**config.mk**
```make
export PLATFORM = sky130hd
export DESIGN_NAME = serial_to_parallel
export DESIGN_NICKNAME = d
export VERILOG_FILES = /design/src/rtl/s2p_pkg.sv /design/src/rtl/s2p_bit_counter.sv /design/src/rtl/serial_to_parallel.sv
export SDC_FILE = /design/constraint.sdc
export NUM_CORES = 1
export LEC_CHECK = 0
export ABC_AREA = 0
export BUFFER_PORTS_ARGS = -buffer_cell sky130_fd_sc_hd__buf_4
export CAP_MARGIN = 25
export CORE_MARGIN = 4
export CORE_UTILIZATION = 50
export DETAILED_ROUTE_END_ITERATION = 10
export GPL_ROUTABILITY_DRIVEN = 0
export PLACE_DENSITY = 0.78
export SYNTH_ARGS = -nofsm -noshare
export SYNTH_HDL_FRONTEND = slang
export SYNTH_SLANG_ARGS = --single-unit
```
**constraint.sdc**
```tcl
create_clock -name clock -period 2.1 [get_ports clock]
set_input_delay 0.315 -clock clock [delete_from_list [all_inputs] [get_ports clock]]
set_output_delay 0.315 -clock clock [all_outputs]
set_load 0.005 [all_outputs]
```
**src/rtl/s2p_pkg.sv**
```systemverilog
// s2p_pkg: shared definitions for the serial_to_parallel block.
//   S2P_WIDTH_DEF : default data word width.
//   s2p_state_e   : word-assembly FSM states (IDLE = no bits held,
//                   SHIFT = partial word in progress).
package s2p_pkg;

  localparam int S2P_WIDTH_DEF = 8;

  typedef enum logic {
    IDLE  = 1'b0,
    SHIFT = 1'b1
  } s2p_state_e;

endpackage

```
**src/rtl/s2p_bit_counter.sv**
```systemverilog
// s2p_bit_counter: bit-position counter for word assembly.
//   clock, reset : clock / async active-low reset
//   clr_i        : synchronous clear (wins over inc_i)
//   inc_i        : count one received bit
//   count_o      : bits held so far (0..TERM-1)
//   last_o       : this increment is the TERM-th bit; counter wraps to 0
module s2p_bit_counter #(
  parameter int TERM = 8
) (
  input  logic                    clock,
  input  logic                    reset,
  input  logic                    clr_i,
  input  logic                    inc_i,
  output logic [$clog2(TERM)-1:0] count_o,
  output logic                    last_o
);

  localparam int CW = $clog2(TERM);

  logic [CW-1:0] count_q, count_d;

  assign last_o  = inc_i && !clr_i && (count_q == CW'(TERM - 1));
  assign count_o = count_q;

  always_comb begin
    count_d = count_q;
    if (clr_i)       count_d = '0;
    else if (last_o) count_d = '0;
    else if (inc_i)  count_d = count_q + 1'b1;
  end

  always_ff @(posedge clock or negedge reset) begin
    if (!reset) count_q <= '0;
    else        count_q <= count_d;
  end

endmodule

```
**src/rtl/serial_to_parallel.sv**
```systemverilog
// serial_to_parallel: assembles serial bits into WIDTH-bit words.
//   clock, reset : clock / async active-low reset
//   ShiftEn      : SerialIn carries a valid bit this cycle
//   SerialIn     : serial data bit
//   RotateRight  : 1 = LSB first, 0 = MSB first (sampled on a word's first bit)
//   Clear        : drop partial word and Overrun (output buffer kept)
//   Read         : consumer takes Data_OUT this cycle
//   Data_OUT     : last completed word
//   Valid        : Data_OUT holds an unread word
//   Busy         : partial word in progress
//   Overrun      : sticky, a completed word was dropped
//   ParityErr    : (SERIAL_TO_PARALLEL_PARITY_EN only) delivered word failed
//                  even parity; each word then carries one trailing parity bit
module serial_to_parallel
  import s2p_pkg::*;
#(
  parameter int WIDTH = S2P_WIDTH_DEF
) (
  input  logic             clock,
  input  logic             reset,
  input  logic             ShiftEn,
  input  logic             SerialIn,
  input  logic             RotateRight,
  input  logic             Clear,
  input  logic             Read,
  output logic [WIDTH-1:0] Data_OUT,
  output logic             Valid,
  output logic             Busy,
  output logic             Overrun
`ifdef SERIAL_TO_PARALLEL_PARITY_EN
  ,
  output logic             ParityErr
`endif
);

`ifdef SERIAL_TO_PARALLEL_PARITY_EN
  localparam int NBITS = WIDTH + 1;
`else
  localparam int NBITS = WIDTH;
`endif
  localparam int CW = $clog2(NBITS);

  s2p_state_e     state_q, state_d;
  logic [WIDTH-1:0] sreg_q, sreg_d, data_q, data_d, shifted, word;
  logic           order_q, order_d, valid_q, valid_d, ovr_q, ovr_d;
  logic           perr_q, perr_d, bad_par, order_eff, shift_go, last;
  logic [CW-1:0]  count;

  assign shift_go = ShiftEn && !Clear;

  s2p_bit_counter #(.TERM(NBITS)) u_cnt (
    .clock   (clock),
    .reset   (reset),
    .clr_i   (Clear),
    .inc_i   (shift_go),
    .count_o (count),
    .last_o  (last)
  );

  // First bit of a word uses the live RotateRight; later bits the latched one.
  assign order_eff = (state_q == IDLE) ? RotateRight : order_q;
  assign shifted   = order_eff ? {SerialIn, sreg_q[WIDTH-1:1]}
                               : {sreg_q[WIDTH-2:0], SerialIn};

`ifdef SERIAL_TO_PARALLEL_PARITY_EN
  // The final bit is parity: data is already complete in sreg_q.
  assign word    = sreg_q;
  assign bad_par = ^{sreg_q, SerialIn};
`else
  assign word    = shifted;
  assign bad_par = 1'b0;
`endif

  always_comb begin
    state_d = state_q;
    sreg_d  = sreg_q;
    order_d = order_q;
    data_d  = data_q;
    valid_d = valid_q;
    ovr_d   = ovr_q;
    perr_d  = perr_q;

    if (shift_go) begin
      if (!(last && NBITS != WIDTH)) sreg_d = shifted;
      if (state_q == IDLE) begin
        order_d = RotateRight;
        state_d = SHIFT;
      end
      if (last) state_d = IDLE;
    end

    if (Clear) begin
      state_d = IDLE;
      ovr_d   = 1'b0;
    end

    // Completion: a Read in the same cycle frees the buffer for the new word.
    if (last) begin
      if (!valid_q || Read) begin
        data_d  = word;
        valid_d = 1'b1;
        perr_d  = bad_par;
      end else begin
        ovr_d   = 1'b1;
      end
    end else if (Read) begin
      valid_d = 1'b0;
    end
  end

  always_ff @(posedge clock or negedge reset) begin
    if (!reset) begin
      state_q <= IDLE;
      sreg_q  <= '0;
      order_q <= 1'b1;
      data_q  <= '0;
      valid_q <= 1'b0;
      ovr_q   <= 1'b0;
      perr_q  <= 1'b0;
    end else begin
      state_q <= state_d;
      sreg_q  <= sreg_d;
      order_q <= order_d;
      data_q  <= data_d;
      valid_q <= valid_d;
      ovr_q   <= ovr_d;
      perr_q  <= perr_d;
    end
  end

  assign Data_OUT = data_q;
  assign Valid    = valid_q;
  assign Busy     = (count != '0);
  assign Overrun  = ovr_q;
`ifdef SERIAL_TO_PARALLEL_PARITY_EN
  assign ParityErr = perr_q;
`endif

endmodule

```
Word level (Yosys, flattened, before mapping)
Cells that the tools add are included.
- add/subtract/negate cells: 1
- multipliers: 0
- divide/modulo/power cells: 0
- magnitude comparators: 0
- eq/ne operators: 2
- shifts and indexed selects: 0
- mux-type cells: 14
- bitwise logic cells: 0
- reductions and logical operators: 12
- operators by type and width (kind ; count):
    1-bit 2-to-1 mux ; 10
    3-bit 2-to-1 mux ; 3
    8-bit 2-to-1 mux ; 1
    3-bit nonzero test ; 2
    2-bit AND reduction ; 2
    2-bit nonzero test ; 2
    3-bit by 1-bit adder with 3-bit output, second input constant ; 1
    3-bit equality test, second input constant ; 1
    1-bit logical AND ; 3
    1-bit zero test ; 2
    2-bit by 1-bit inequality test with 1-bit output, second input constant ; 1
    1-bit logical OR ; 1
- flip-flop bits (word level): 23
- latch bits: 0
- memory bits (writable): 0
- memory bits (read-only): 0
- input port bits: 7
- output and inout bits: 11
- word-level logic and storage cells: 36
- memories: 0

Longest topological paths before layout
- depth in word-level cells: 7
- mapped depth: 6
- gate-level depth less buffers: 5

Cells and area by module
A second synthesis with hierarchy kept.
- cell total of the unflattened synthesis: 93
- area, all modules: 1007.2 µm²
- modules (own cells, without submodules) (module ; instances ; cells an instance ; area each (µm²) ; sequential area each (µm²)):
    serial_to_parallel ; 1 ; 79 ; 843.3 ; 501.7
    s2p_bit_counter ; 1 ; 14 ; 163.9 ; 75.1

Least setup slack after synthesis
Ideal clock, no wire load.
- path type: register -> register
- from: register u_cnt.count_q[0] (netlist: u_cnt.count_o[0])
- to: register data_q[0] (netlist: Data_OUT[0])
- library setup time: 125 ps
- arrival: 1578 ps
- data required time: 1975 ps
- setup slack: 398 ps
- stages on the path, launching flop included: 7
- buffers on the path: 1
- period minus slack after synthesis: 1702 ps
- path through: dfrtp_1 > ha_1 > ha_1 > buf_4 > inv_1 > nor3_2 > mux2_2
- word-level cells in the longest chain between the ends: 3
- ends and longest elaborated chain (item ; line ; text):
    start: declaration ; s2p_bit_counter.sv:20 ; logic [CW-1:0] count_q, count_d;
    start signal: assignment ; s2p_bit_counter.sv:34 ; else count_q <= count_d;
    3-bit equality test ; s2p_bit_counter.sv:22 ; assign last_o = inc_i && !clr_i && (count_q == CW'(TERM - 1));
    1-bit logical AND ; s2p_bit_counter.sv:22 ;
    2-bit AND reduction (no line) ; -- ;
    end signal: assignment ; serial_to_parallel.sv:124 ; data_q <= data_d;
    end: declaration ; serial_to_parallel.sv:44 ; logic [WIDTH-1:0] sreg_q, sreg_d, data_q, data_d, shifted, word;
No other way between the ends.
A chain may end at the register's enable or synchronous reset.

Final worst setup path
- from: register u_cnt.count_q[0] (netlist: u_cnt.count_o[0])
- to: register data_q[1] (netlist: Data_OUT[1])
The elaborated chain is that of the path after synthesis.

==> impl_metrics.ini <==
[clock_tree]
clk_latency_ns = 0.30
clk_path_buf_depth = 2
clock_sinks = 23
h-tree-depth = 1
clk_pin_slew_worst_paths_ns = 0.12
cts_buffers = 3
clockRootBuffer = clkbuf_4
cts_tree = yes

[routing]
routed_wirelength_mm = 2.09
ant_nets = 0
detail_route.first_pass.iterations = 4
via_per_inst = 5.23
drtIter0Drc = 8
drt-wirelength-per-cell_um = 15.3
drc = 0
num_vias = 717

[synth]
syn-cell-area_um2 = 1060
ys_types = 22
yosys.area.top_type_share_pct = 52.1
synth_cells = 90
avgSynthCellArea_um2 = 11.7
ys_ff_latch = 23
synth_warnings = 0
ys_seq_area_share_pct = 54.6
syn-num-nets = 100
synth.largest_area_cell = dfrtp_1
netlist_top_cells_area = dfrtp_1 (52%), mux2_2 (6.4%), mux2i_1 (5.7%)

[power_and_ir_drop]
leakagePower_nw = 0.621
finalPower_w = 0.000961
irDropWorstVdd_mv = 0.546
power.density_nw_per_um2 = 770

[floorplanning]
die_x_um = 54.0
fp.dieH_um = 54.0
core_um2 = 1980
pin_count = 18
row_count = 16
start_util_pct = 53.3
dieArea_um2 = 2910

[sta]
final_hold_viol_count = 0
max_freq_mhz = 590
fin_crit_ns = 1.69
fin_worst_skew_ns = 0.00732
setup_tns_ns = 0
tightest_slew_ns = 0.630
period_share_pct = 80.7
setup_viol = 0
rsz0062_at_grt = false
max-slew-margin-rel_pct = 57.9
drv_slew = 0

[global_route]
grt_usage_pct = 16.6
grtUsageMet3_pct = 5.26
grt_start_max_net_pins = 24
grt_pass1_wl_mm = 3.46
overflow = 0
grt_antenna_before_repair = 0
grt_pass1_vias = 760
met1_usage_pct = 23.4
grt.busiest_layer = met2
grtUsageMet2_pct = 25.6

[layout]
area_growth_pct = 18.0
layout.nets = 121
diodes = 0
drive_above_1_share_pct = 30.9

[hold_path]
min_path_type = in -> reg

[critical_path]
setup.worst_path.class = reg -> reg
critPathCaptureType = flop
cp.arrival_ns = 1.89
cp-start-kind = flop
worstPathRequired_ns = 2.29
crit_fanout = 4

[placed_design]
dp_hpwl_mm = 1.54
port_buffers = 17

[outcome]
status = finished, final reports clean

[flow_run]
cap_violations = 0
## logic make-up after synthesis
family,share of synthesized area (%)
mux,18.5
fa+ha+maj,3.55
simple gates,8.99
buf+inv,3.55
compound gates,10.9
flops,54.6
## path summary, 6_finish.rpt
path                                                     end  depth (start not counted)  slack [ns]                    startpoint
max in group asynchronous                order_q$_DFFE_PN1P_                          2        1.40                         reset
worst max register to register       Data_OUT[1]$_DFFE_PN0P_                          5        0.41  u_cnt.count_o[0]$_DFFE_PN0P_
worst max-delay path                 Data_OUT[1]$_DFFE_PN0P_                          5        0.41  u_cnt.count_o[0]$_DFFE_PN0P_
min in group asynchronous       u_cnt.count_o[0]$_DFFE_PN0P_                          2        0.42                         reset
worst min register to register         sreg_q[7]$_DFFE_PN0P_                          2        0.52         sreg_q[7]$_DFFE_PN0P_
worst min-delay path            u_cnt.count_o[1]$_DFFE_PN0P_                          2        0.21                         Clear
## metrics by stage
| step | worst slack (ns) | instance area, µm² | utilization (%) | hold WS (ns) | std cells |
|---|---|---|---|---|---|
| 2_1_floorplan | 0.398 | 1060 | - | 0.0194 | 90 |
| 6_report | 0.405 | 1250 | 62.9 | 0.207 | 137 |
| 5_1_grt | 0.266 | 1250 | 62.9 | 0.183 | 137 |
| 3_5_place_dp | 0.421 | 1210 | 61.1 | 0.224 | 132 |
| 4_1_cts | 0.392 | 1250 | 62.9 | 0.194 | 137 |
| 3_3_place_gp | 0.446 | 1210 | 61.1 | 0.222 | 132 |
## Yosys cell counts
library cell and n:
nor3b_1 1, nand2_1 7, mux2_2 6, o21ai_0 7
a21oi_1 7, buf_1 1, nor2_1 4, mux2i_1 6
nor3_2 1, a211oi_1 1, ha_1 3, clkbuf_1 1
nor2b_1 2, inv_1 4, a31oi_1 6, mux2i_4 1
dfrtp_1 22, buf_4 2, mux2_4 3, dfstp_2 1
nand2b_1 3, nand3_1 1
## sequential cells by signal, summed over array words and instances, names as in the netlist
name / cells
Overrun: 1
order_q: 1
u_cnt.count_o: 3
state_q: 1
Data_OUT: 8
Valid: 1
sreg_q: 8
## critical path, cell delays in order (launching register included)
cell and delay, ns:
dfrtp_1 0.40, ha_1 0.17, ha_1 0.16, inv_1 0.08, nor3_2 0.38, mux2_2 0.39
## timing repair
action	in CTS	in global routing
gates resized for setup	0	0
hold endpoints to repair	22	0
buffers inserted	0	0
hold buffers	1	0
## power breakdown
part / leakage (nW) / internal [W] / switching (W)
registers: 0.307 / 0.000510 / 0.0000580
clock network: 0.0150 / 0.0000741 / 0.000122
logic: 0.299 / 0.000107 / 0.0000900
total: 0.621 / 0.000691 / 0.000270
## metal layers
| metal | vias up | routed length, µm |
|---|---|---|
| li1 | 351 | - |
| met3 | 2 | 99 |
| met4 | 0 | 9 |
| met5 | - | 0 |
| met1 | 348 | 1040 |
| met2 | 16 | 939 |
## cell type report
| cell class | count | area, µm² |
|---|---|---|
| Clock buffer | 4 | 26.3 |
| Tap cell | 27 | 33.8 |
| Multi-Input combinational cell | 59 | 443 |
| Timing Repair Buffer | 20 | 153 |
| Inverter | 4 | 15.0 |
| Sequential cell | 23 | 577 |
| Fill cell | 161 | 734 |
## cells in the final DEF, fill, tap and decap left out
cell           count
dfrtp_1           22
buf_4             19
nand2_1            7
o21ai_0            7
a21oi_1            7
a31oi_1            6
mux2_2             6
mux2i_1            6
inv_1              4
nor2_1             4
nand2b_1           3
mux2_4             3
ha_1               3
clkbuf_4           3
nor2b_1            2
mux2i_4            1
nor3_2             1
nor3b_1            1
a211oi_1           1
nand3_1            1
clkbuf_1           1
dlygate4sd3_1      1
dfstp_2            1
Note: power is estimated with default switching activity, not from simulation.
